## src/rtl/alu_iter.sv

```systemverilog
// alu_iter: multi-cycle ALU. Single-cycle logic/arith/compare, iterative 1-bit/cycle shifter.
module alu_iter #(
   parameter int unsigned WIDTH = 32,
   parameter int unsigned SHW   = 5
) (
   input  logic             clk,
   input  logic             reset,
   input  logic             start,
   input  logic [3:0]       ALUControl,
   input  logic [WIDTH-1:0] SrcA,
   input  logic [WIDTH-1:0] SrcB,
   output logic [WIDTH-1:0] ALUResult,
   output logic             Zero,
   output logic             busy,
   output logic             done,
   output logic             illegal
);

   localparam logic [3:0] OP_ADD  = 4'd0;
   localparam logic [3:0] OP_SUB  = 4'd1;
   localparam logic [3:0] OP_AND  = 4'd2;
   localparam logic [3:0] OP_OR   = 4'd3;
   localparam logic [3:0] OP_XOR  = 4'd4;
   localparam logic [3:0] OP_SLT  = 4'd5;
   localparam logic [3:0] OP_SLTU = 4'd6;
   localparam logic [3:0] OP_SLL  = 4'd7;
   localparam logic [3:0] OP_SRL  = 4'd8;
   localparam logic [3:0] OP_SRA  = 4'd9;

   typedef enum logic [1:0] {
      S_IDLE  = 2'd0,
      S_SHIFT = 2'd1,
      S_DONE  = 2'd2
   } state_t;

   state_t           state_q, state_d;
   logic [WIDTH-1:0] result_q, result_d;
   logic             zero_q, zero_d;
   logic             illegal_q, illegal_d;
   logic             busy_q, busy_d;
   logic             done_q, done_d;
   logic [WIDTH-1:0] shreg_q, shreg_d;
   logic [SHW-1:0]   cnt_q, cnt_d;
   logic [3:0]       op_q, op_d;

   logic [WIDTH-1:0] alu_res;
   logic             op_illegal;
   logic             op_shift;
   logic [SHW-1:0]   shamt;
   logic [WIDTH-1:0] shift_one;

   // Single-cycle result; shift ops yield SrcA since only shamt==0 finishes here.
   always_comb begin
      alu_res    = '0;
      op_illegal = 1'b0;
      op_shift   = 1'b0;
      shamt      = SrcB[SHW-1:0];
      case (ALUControl)
         OP_ADD:  alu_res = SrcA + SrcB;
         OP_SUB:  alu_res = SrcA - SrcB;
         OP_AND:  alu_res = SrcA & SrcB;
         OP_OR:   alu_res = SrcA | SrcB;
         OP_XOR:  alu_res = SrcA ^ SrcB;
         OP_SLT:  alu_res = {{(WIDTH-1){1'b0}}, ($signed(SrcA) < $signed(SrcB))};
         OP_SLTU: alu_res = {{(WIDTH-1){1'b0}}, (SrcA < SrcB)};
         OP_SLL, OP_SRL, OP_SRA: begin
            alu_res  = SrcA;
            op_shift = 1'b1;
         end
         default: op_illegal = 1'b1;
      endcase
   end

   // One-bit step of the latched shift operation.
   always_comb begin
      case (op_q)
         OP_SLL:  shift_one = {shreg_q[WIDTH-2:0], 1'b0};
         OP_SRL:  shift_one = {1'b0, shreg_q[WIDTH-1:1]};
         default: shift_one = {shreg_q[WIDTH-1], shreg_q[WIDTH-1:1]};
      endcase
   end

   // Next-state and datapath update; result/Zero change only on entry to DONE.
   always_comb begin
      state_d   = state_q;
      result_d  = result_q;
      zero_d    = zero_q;
      illegal_d = 1'b0;
      shreg_d   = shreg_q;
      cnt_d     = cnt_q;
      op_d      = op_q;
      case (state_q)
         S_IDLE, S_DONE: begin
            if (start) begin
               if (op_shift && (shamt != '0)) begin
                  shreg_d = SrcA;
                  cnt_d   = shamt;
                  op_d    = ALUControl;
                  state_d = S_SHIFT;
               end else begin
                  result_d  = alu_res;
                  zero_d    = (alu_res == '0);
                  illegal_d = op_illegal;
                  state_d   = S_DONE;
               end
            end else begin
               state_d = S_IDLE;
            end
         end
         S_SHIFT: begin
            shreg_d = shift_one;
            cnt_d   = cnt_q - SHW'(1);
            if (cnt_q == SHW'(1)) begin
               result_d = shift_one;
               zero_d   = (shift_one == '0);
               state_d  = S_DONE;
            end
         end
         default: state_d = S_IDLE;
      endcase
      busy_d = (state_d == S_SHIFT);
      done_d = (state_d == S_DONE);
   end

   // State and output registers with synchronous reset.
   always_ff @(posedge clk) begin
      if (reset) begin
         state_q   <= S_IDLE;
         result_q  <= '0;
         zero_q    <= 1'b1;
         illegal_q <= 1'b0;
         busy_q    <= 1'b0;
         done_q    <= 1'b0;
         shreg_q   <= '0;
         cnt_q     <= '0;
         op_q      <= '0;
      end else begin
         state_q   <= state_d;
         result_q  <= result_d;
         zero_q    <= zero_d;
         illegal_q <= illegal_d;
         busy_q    <= busy_d;
         done_q    <= done_d;
         shreg_q   <= shreg_d;
         cnt_q     <= cnt_d;
         op_q      <= op_d;
      end
   end

   assign ALUResult = result_q;
   assign Zero      = zero_q;
   assign busy      = busy_q;
   assign done      = done_q;
   assign illegal   = illegal_q;

endmodule

```

## config.mk

```make
export PLATFORM = sky130hd
export DESIGN_NAME = alu_iter
export DESIGN_NICKNAME = d
export VERILOG_FILES = /design/src/rtl/alu_iter.sv
export SDC_FILE = /design/constraint.sdc
export NUM_CORES = 1
export LEC_CHECK = 0
export ABC_AREA = 1
export BUFFER_PORTS_ARGS = -buffer_cell sky130_fd_sc_hd__buf_2
export CAP_MARGIN = 20
export CORE_ASPECT_RATIO = 0.9
export CORE_MARGIN = 2
export CORE_UTILIZATION = 50
export DETAILED_ROUTE_END_ITERATION = 8
export GPL_TIMING_DRIVEN = 0
export PLACE_DENSITY = 0.74
export SLEW_MARGIN = 30
export SYNTH_ARGS = -nofsm -noshare
export SYNTH_HDL_FRONTEND = slang
export SYNTH_SLANG_ARGS = --single-unit
```

## constraint.sdc

```tcl
create_clock -name clk -period 4.1 [get_ports clk]
set_input_delay 1.23 -clock clk [delete_from_list [all_inputs] [get_ports clk]]
set_output_delay 1.23 -clock clk [all_outputs]
set_load 0.03 [all_outputs]
```

==> results.json, run 1 <==
{
  "synth_cell_types": 43,
  "yosysSeqAreaShare": 0.147,
  "overflow": 0,
  "wl_um": 45400,
  "multi_input_area_mm2": 0.00756,
  "syn_area_mm2": 0.0108,
  "powerDensity_mw_per_mm2": 257,
  "final_max_slew_viol_count": 0,
  "n_fill_cell": 2231,
  "worstPathArrival_ns": 4.21,
  "grt_start_max_net_pins": 14,
  "viasPerCell": 5.71,
  "cts_tree": "done",
  "cts_sinks": 79,
  "ys_ff_latch": 79,
  "antenna_left": 0,
  "fin_hold_ws_ns": 0.466,
  "cts_setup_buffers": 0,
  "initial_utilization": 0.513,
  "final-seq-area_mm2": 0.00158,
  "timing.critical_path.mode_cell": "nand2_1",
  "max_cap_violations": 0,
  "gp_congestion": 1.04,
  "wire_per_inst_um": 19.5,
  "dr.pass1.iters": 6,
  "crit_fanout": 9,
  "avgSynthCellArea_um2": 5.62,
  "cts_hold_buf": 0,
  "core-area_mm2": 0.0210,
  "grt_pass1_vias": 12100,
  "irDropWorstVdd_uv": 217,
  "slew_headroom": 0.359,
  "finalHoldViolCount": 0,
  "cts_resized": 0,
  "cp_cell_sequence": "buf_2, inv_1, ha_1, buf_2, nand2_1, nor2_1, nand4_1, nand3_1, nand2_1, nand3_1, nand2_1, nor2_1, nand4_1, nor2_1, nand2_1, nor2_1, nand2_1, nand2_1, nand2_1, nand2_1",
  "p_leak_nw": 6.41,
  "clk_path_buf_depth": 2,
  "crit_type": "in2reg",
  "dp_hpwl_um": 37300,
  "clk_pin_slew_worst_paths_ns": 0.06,
  "drive_gt1_frac": 0.107,
  "cp-start-kind": "input port",
  "ctsRootBufferMaster": "clkbuf_16",
  "die_h_um": 143,
  "crit_slowest_cell": "nor2_1",
  "num_io_pins": 107,
  "r2r-start": "op_q[0]",
  "endpoint_kind": "flip-flop",
  "vias": 13300,
  "grt_use_met3": 0.0637,
  "worstHoldStart": "shreg_q[12]",
  "critical-path-top-delay-family": "simple AND/OR/NAND/NOR gates",
  "area.growth.synth_to_final_pct": 11.2,
  "die_w_um": 159,
  "fin_crit_ns": 3.92,
  "synth.net_count": 2103,
  "port-buffer-count": 104,
  "grt_setup_unrepaired": "false",
  "crit_start": "SrcA[9]",
  "grtUsageMet2": 0.607,
  "clk_latency_ns": 0.34,
  "drc_errors": 0,
  "cts_buffers": 9,
  "cts_htree_levels": 3,
  "grt_busiest_layer": "met2",
  "drtIter0Drc": 1774,
  "num_rows": 50,
  "clock.fmax_ghz": 0.255,
  "yosys_warnings": 0,
  "antenna_found_initial": 1,
  "required_ns": 4.39,
  "status": "finished, final reports clean",
  "met1_usage": 0.556,
  "grt_use_total": 0.401,
  "die_area_mm2": 0.0227,
  "netlist_instances": 1915,
  "path_buf_inv": 3,
  "min_period_over_period": 0.957,
  "setup_viol": 0,
  "hold_class": "reg2reg",
  "tns_ns": 0,
  "grt_pass1_wl_um": 68400,
  "skew_ns": 0.00623,
  "critical_path.max_stage_delay_ns": 0.38,
  "worstMarginPinSlew_ns": 0.961,
  "final_nets": 2218
}
[placed cells by master (no fill, tap or decap), types with 2 or more instances in the layout]
| master | instances |
|---|---|
| nor4_1 | 4 |
| bufinv_16 | 2 |
| clkbuf_8 | 5 |
| a221oi_1 | 6 |
| nand3_2 | 4 |
| nor2_1 | 196 |
| nand2_1 | 558 |
| a31oi_1 | 20 |
| nor3_1 | 22 |
| nand4_1 | 28 |
| nor2_2 | 10 |
| o21bai_1 | 10 |
| or2_2 | 4 |
| dfxtp_1 | 79 |
| a211oi_1 | 3 |
| o22ai_1 | 26 |
| nor3_4 | 2 |
| mux2i_1 | 10 |
| clkbuf_1 | 24 |
| nand3b_1 | 3 |
| o21ai_0 | 74 |
| and3_1 | 3 |
| clkbuf_16 | 9 |
| o21ai_1 | 13 |
| inv_1 | 303 |
| ha_1 | 114 |
| clkinv_2 | 2 |
| and2_1 | 2 |
| clkinvlp_4 | 2 |
| buf_2 | 136 |
| a21oi_1 | 153 |
| nand2_2 | 9 |
| inv_2 | 13 |
| nor2_4 | 2 |
| fa_1 | 2 |
| buf_6 | 2 |
| buf_4 | 12 |
| nand3_1 | 148 |
| o221ai_1 | 11 |
[worst reg2reg max path: stages (launching register included)]
cell	delay, ns
dfxtp_1	0.38
nand4_1	0.42
clkbuf_1	0.45
o21ai_0	0.34
nand4_1	0.33
nor4_1	0.64
nand4_1	0.18
nand2_1	0.12
nand2_1	0.08
nand2_1	0.06
[where the power goes]
group          internal [mW]  total, mW  switching [mW]
Combinational          0.392       1.35           0.963
Clock                  0.531      0.864           0.332
Sequential             0.820      0.856          0.0361
Total                   1.74       3.07            1.33
[stage by stage]
| step | util | setup slack (ns) | cell area, µm² | cells | total power [mW] |
|---|---|---|---|---|---|
| after floorplan | - | 0.926 | 10800 | 1915 | 1.73 |
| after global placement | 0.555 | -0.218 | 11600 | 2305 | 2.16 |
| after detailed placement | 0.555 | -0.226 | 11600 | 2305 | 2.18 |
| after CTS | 0.570 | 0.119 | 11900 | 2321 | 3.02 |
| after global routing | 0.570 | 0.0123 | 12000 | 2322 | 3.24 |
| final | 0.570 | 0.177 | 12000 | 2322 | 3.07 |
[routing by layer]
layer	part of all wire	wire, µm
met3	0.10	4700
met2	0.42	18800
met1	0.43	19400
met4	0.053	2390
met5	0	0
[final timing paths]
check / slack (ns) / to / cells past startpoint
setup / recovery: 0.18 / Zero / 20
setup reg to reg: 1.05 / Zero / 9
hold reg to reg: 0.47 / shreg_q[12] / 2
hold / removal: 0.47 / shreg_q[12] / 2
[Yosys cell counts (all sizes together)]
cell type,number,area [µm²]
a22oi,1,7.51
o211ai,2,28.8
nand2b,1,6.26
nand2,567,2150
buf,46,273
o21bai,10,75.1
nand3,152,781
and3,3,18.8
nor3,25,153
dfxtp,79,1580
a211oi,3,22.5
a311oi,1,8.76
ha,115,1440
o21ai,87,435
nand4,28,175
clkinv,1,3.75
fa,2,40.0
a21oi,154,774
and2,2,12.5
or2,4,25.0
clkbuf,28,155
a31oi,20,125
a221oi,6,52.6
o221ai,11,96.3
nand3b,3,22.5
o22ai,26,163
nor4,4,25.0
inv,316,1190
mux2i,10,100
nor2,208,818
[sequential cells by signal (all words and copies together) (netlist names)]
signal / count
done: 1
cnt_q: 5
ALUResult: 32
state_q: 2
op_q: 4
illegal: 1
shreg_q: 32
busy: 1
Zero: 1
[logic make-up after synthesis]
group                      count (synthesis)  share of synthesized area
AOI/OAI and AO/OA                        321                      0.166
buffers and inverters                    391                      0.150
and+or+nand+nor                          997                      0.389
DFF                                       79                      0.147
muxes                                     10                    0.00931
adders and majority gates                117                      0.138
[final cells by class]
class                           count  share of cell area
Buffer                             74              0.0358
Sequential cell                    79               0.132
Inverter                          317              0.0995
Clock buffer                       10              0.0192
Tap cell                          286              0.0299
Timing Repair Buffer              104              0.0435
Clock inverter                      6             0.00712
Antenna cell                        1            0.000209
Multi-Input combinational cell   1445               0.632
Power figures use the tool's default switching activity.
==> inputs of run 2 (changes only) <==
Settings changed: CTS_BUF_LIST set to sky130_fd_sc_hd__clkbuf_4.
==> run 2 against run 1 <==
Fmax is 2.6% higher. Via count down 0.48%. Clock power decreased by 37%. Largest cell class unchanged. Critical endpoint unchanged. Critical path type unchanged. Highest routed layer unchanged.
==> results.json, run 2 (same netlist as run 1, synthesis figures left out) <==
{
  "status": "finished, final reports clean",
  "cts_resized": 0,
  "critical_path.max_stage_delay_ns": 0.40,
  "grt_use_total": 0.399,
  "clk_pin_slew_worst_paths_ns": 0.14,
  "skew_ns": 0.0132,
  "cts_hold_buf": 0,
  "overflow": 0,
  "worstPathArrival_ns": 4.24,
  "grt_start_max_net_pins": 14,
  "crit_slowest_cell": "fa_1",
  "cts_htree_levels": 3,
  "fin_hold_ws_ns": 0.474,
  "initial_utilization": 0.513,
  "r2r-start": "op_q[0]",
  "max_cap_violations": 0,
  "clock.fmax_ghz": 0.261,
  "die_h_um": 143,
  "wire_per_inst_um": 19.5,
  "rrSetupSlack_ns": 1.07,
  "num_io_pins": 107,
  "clk_path_buf_depth": 2,
  "grt_pass1_wl_um": 68200,
  "grt_pass1_vias": 12100,
  "die_w_um": 159,
  "finalPower_mw": 2.75,
  "antenna_found_initial": 2,
  "vias": 13200,
  "cts_buffers": 9,
  "dr.pass1.iters": 7,
  "timing.critical_path.mode_cell": "nand2_1",
  "grt_setup_unrepaired": "false",
  "slew_headroom": 0.358,
  "crit_type": "in2reg",
  "endpoint_kind": "flip-flop",
  "port-buffer-count": 104,
  "critical-path-top-delay-family": "simple AND/OR/NAND/NOR gates",
  "die_area_mm2": 0.0227,
  "dp_hpwl_um": 37300,
  "drc_errors": 0,
  "antenna_left": 0,
  "viasPerCell": 5.68,
  "worstMarginPinSlew_ns": 0.962,
  "cp_cell_sequence": "buf_2, ha_1, inv_1, fa_1, inv_1, nand2_1, nand2_1, nand3_1, nand2_1, nand2_1, nand2_1, nand2_1, nand3_1, nand2_1, nor2_2, nand4_1, nor2_1, nand2_1, nor2_1, nand2_1, nand2_1, nand2_1, nand2_1",
  "dp.cells": 2305,
  "p_leak_nw": 6.34,
  "cts_tree": "done",
  "final_cell_mix": "nand2_1, inv_1, nor2_1",
  "setup_viol": 0,
  "cts_sinks": 79,
  "gp_congestion": 1.04,
  "clk_latency_ns": 0.46,
  "ctsRootBufferMaster": "clkbuf_4",
  "cts_setup_buffers": 0,
  "cp-start-kind": "input port",
  "drive_gt1_frac": 0.107,
  "area.growth.synth_to_final_pct": 9.73,
  "crit_fanout": 5,
  "num_rows": 50,
  "final_nets": 2218,
  "final_max_slew_viol_count": 0,
  "path_buf_inv": 3,
  "stdcell_count": 2323,
  "irDropWorstVdd_uv": 196,
  "worstHoldStart": "ALUResult[6]",
  "reg2regPathDepth": 9,
  "core-area_mm2": 0.0210,
  "required_ns": 4.51,
  "hold_class": "reg2reg",
  "r2r_end": "Zero",
  "final_common_cell": "nand2_1",
  "powerDensity_mw_per_mm2": 233,
  "hold_end": "ALUResult[6]",
  "wl_um": 45200,
  "drtIter0Drc": 1635,
  "whs_path_depth": 2,
  "min_period_over_period": 0.933,
  "fin_crit_ns": 3.82,
  "finalHoldViolCount": 0
}
## run 2: cell types whose count changed in the layout (fill, tap and decap cells not counted)
cell,previous run,this run
clkbuf_1,24,23
clkbuf_16,9,0
clkbuf_4,0,10
diode_2,1,2
ha_1,114,115
ha_2,1,0
nand2_1,558,559
nand2_2,9,8
## run 2: cell type report
class                      count  area [µm²]
antenna                        2        5.00
buffer                        74         428
clock buffer                  10        75.1
clock inverter                 6        85.1
fill                        2259        9160
inverter                     317        1190
multi-input combinational   1445        7560
sequential                    79        1580
tap                          286         358
timing repair buffer         104         520
## run 2: layer usage
| layer | wire [µm] | track usage |
|---|---|---|
| met2 | 18900 | 0.602 |
| met3 | 4580 | 0.0616 |
| met5 | 0 | 0 |
| met4 | 2430 | 0.196 |
| met1 | 19300 | 0.553 |
## run 2: worst min-delay path, delay by kind of cell (launching register included)
kind | cells | cell delay (ns)
flops | 1 | 0.33
simple gates | 1 | 0.06
compound gates | 1 | 0.05
## run 2: power breakdown
| group | leakage (nW) | switching (mW) | internal (mW) |
|---|---|---|---|
| sequential | 0.646 | 0.0355 | 0.820 |
| clock | 0.0824 | 0.289 | 0.252 |
| combinational | 5.62 | 0.964 | 0.391 |
## run 2: worst max-delay path by stage
stage / start / depth (start not counted) / to
global placement: SrcB[0] / 23 / Zero
floorplan: SrcA[0] / 22 / Zero
CTS: SrcB[0] / 23 / Zero
global route: SrcB[0] / 23 / Zero
finish: SrcB[0] / 23 / Zero
detailed placement: SrcB[0] / 23 / Zero
## run 2: per-stage QoR
stage / utilization / setup slack (ns) / area, µm² / setup TNS, ns
global route: 0.563 / 0.0295 / 11800 / 0
detailed placement: 0.555 / -0.226 / 11600 / -0.226
CTS: 0.563 / 0.253 / 11800 / 0
finish: 0.563 / 0.275 / 11800 / 0
floorplan: - / 0.926 / 10800 / 0
global placement: 0.555 / -0.218 / 11600 / -0.218
==> inputs of run 3 (changes only) <==
Settings changed: CORE_ASPECT_RATIO 0.9 to 0.7.
==> run 3 against run 2 <==
Sequential power about the same. Global-route usage rose by 0.31 points. Die area barely moved. Critical path type unchanged. Critical path depth unchanged.
==> results.json, run 3 (same netlist as run 1, synthesis figures left out) <==
{
  "n_fill_cell": 2281,
  "cts_buffers": 9,
  "max_cap_violations": 0,
  "num_rows": 44,
  "grt_use_total": 0.403,
  "die_h_um": 127,
  "reg2regPathDepth": 10,
  "critical-path-top-delay-family": "simple AND/OR/NAND/NOR gates",
  "drc_errors": 0,
  "slew_headroom": 0.472,
  "drtIter0Drc": 1749,
  "grt_pass1_vias": 12000,
  "powerDensity_mw_per_mm2": 236,
  "status": "finished, final reports clean",
  "worstPathArrival_ns": 4.17,
  "crit_slowest_cell": "fa_1",
  "path_buf_inv": 3,
  "hold_end": "shreg_q[18]",
  "final_nets": 2218,
  "setup_viol": 0,
  "wl_um": 46200,
  "stdcell_count": 2312,
  "finalPower_mw": 2.78,
  "required_ns": 4.51,
  "antenna_found_initial": 1,
  "fin_hold_ws_ns": 0.472,
  "endpoint_kind": "flip-flop",
  "sequentialPowerShare": 0.308,
  "skew_ns": 0.0121,
  "grt_pass1_wl_um": 68900,
  "vias": 13400,
  "tns_ns": 0,
  "viasPerCell": 5.79,
  "p_leak_nw": 6.34,
  "switching_share": 0.475,
  "finalHoldViolCount": 0,
  "min_period_over_period": 0.918,
  "power_frac_clock": 0.199,
  "cts_hold_buf": 0,
  "clock.fmax_ghz": 0.266,
  "crit_fanout": 5,
  "cts_htree_levels": 3,
  "fin_crit_ns": 3.76,
  "timing.critical_path.mode_cell": "nand2_1",
  "r2r_end": "Zero",
  "r2r-start": "op_q[3]",
  "ctsRootBufferMaster": "clkbuf_4",
  "antenna_left": 0,
  "num_io_pins": 107,
  "dp_hpwl_um": 38400,
  "final_cell_mix": "nand2_1, inv_1, nor2_1",
  "intPower_mw": 1.46,
  "cp-start-kind": "input port",
  "final.setup.worst_slack_ns": 0.337,
  "cts_setup_buffers": 0,
  "switching_power_mw": 1.32,
  "dp.cells": 2295,
  "cts_resized": 0,
  "overflow": 0,
  "hold_class": "reg2reg",
  "clk_latency_ns": 0.46,
  "core-area_mm2": 0.0209,
  "final_common_cell": "nand2_1",
  "cts_tree": "done",
  "area.growth.synth_to_final_pct": 9.61,
  "worstHoldStart": "shreg_q[18]",
  "die_w_um": 179,
  "grt_setup_unrepaired": "false",
  "worstMarginPinSlew_ns": 0.785,
  "clk_path_buf_depth": 2,
  "grt_start_max_net_pins": 15,
  "rrSetupSlack_ns": 0.94,
  "wire_per_inst_um": 20.0,
  "dr.pass1.iters": 9,
  "cts_sinks": 79,
  "drive_gt1_frac": 0.106,
  "cp_cell_sequence": "buf_2, ha_1, inv_1, fa_1, inv_1, nand2_1, nand2_1, nand3_1, nand2_1, nand2_1, nand2_1, nand2_1, nand3_1, nand2_1, nor2_1, nand4_1, nor2_1, nand2_1, nor2_1, nand2_1, nand2_1, nand2_1, nand2_1",
  "critical_path.max_stage_delay_ns": 0.40,
  "whs_path_depth": 2,
  "irDropWorstVdd_uv": 158,
  "pwr-share-comb": 0.492,
  "final_max_slew_viol_count": 0,
  "port-buffer-count": 104,
  "clk_pin_slew_worst_paths_ns": 0.13,
  "die_area_mm2": 0.0227,
  "dp_slack_ns": -0.0476,
  "initial_utilization": 0.514,
  "crit_type": "in2reg",
  "gp_congestion": 1.05
}
-- run 3: changes by cell type in the layout (fill, tap and decap cells not counted), sizes merged --
cell,delta
clkbuf,-1
clkinv,+1
diode,-1
-- run 3: through the flow --
step / area, µm² / utilization
after floorplan: 10800 / -
after global placement: 11600 / 0.555
after detailed placement: 11600 / 0.555
after CTS: 11800 / 0.563
after global routing: 11800 / 0.563
final: 11800 / 0.563
-- run 3: metal layers --
layer  vias up  global-route usage  share of wire
li1       6352                   -              -
met1      6040               0.597           0.44
met2       880               0.563           0.39
met3       114              0.0947           0.13
met4         0               0.136          0.035
met5         -                   0              0
-- run 3: final cells by class --
cell class                 count  area (µm²)  share of cell area
antenna                        1        2.50            0.000212
buffer                        74         428              0.0363
clock buffer                   9        67.6             0.00573
clock inverter                 7        97.6             0.00828
inverter                     317        1190               0.101
multi-input combinational   1445        7550               0.641
sequential                    79        1580               0.134
tap                          276         345              0.0293
timing repair buffer         104         520              0.0442
-- run 3: worst max path at each step --
| stage | to | cells after the start | slack (ns) | start |
|---|---|---|---|---|
| after floorplan | Zero | 22 | 0.93 | SrcA[0] |
| after global placement | Zero | 23 | -0.01 | SrcA[0] |
| after detailed placement | Zero | 23 | -0.05 | SrcB[0] |
| after CTS | Zero | 23 | 0.42 | SrcB[0] |
| after global routing | Zero | 23 | 0.07 | SrcB[0] |
| final | Zero | 23 | 0.34 | SrcB[0] |
-- run 3: worst min-delay path: cells and delay by family (launching register included) --
family | cells | cell delay, ns
compound gates | 1 | 0.05
flops | 1 | 0.33
simple gates | 1 | 0.06
-- run 3: power groups by stage --
stage / clock (mW) / sequential, mW / combinational, mW
finish: 0.554 / 0.857 / 1.37
global route: 0.588 / 0.861 / 1.50
CTS: 0.551 / 0.854 / 1.32
detailed placement: 0 / 0.871 / 1.31
global placement: 0 / 0.870 / 1.30
floorplan: 0 / 0.929 / 0.805
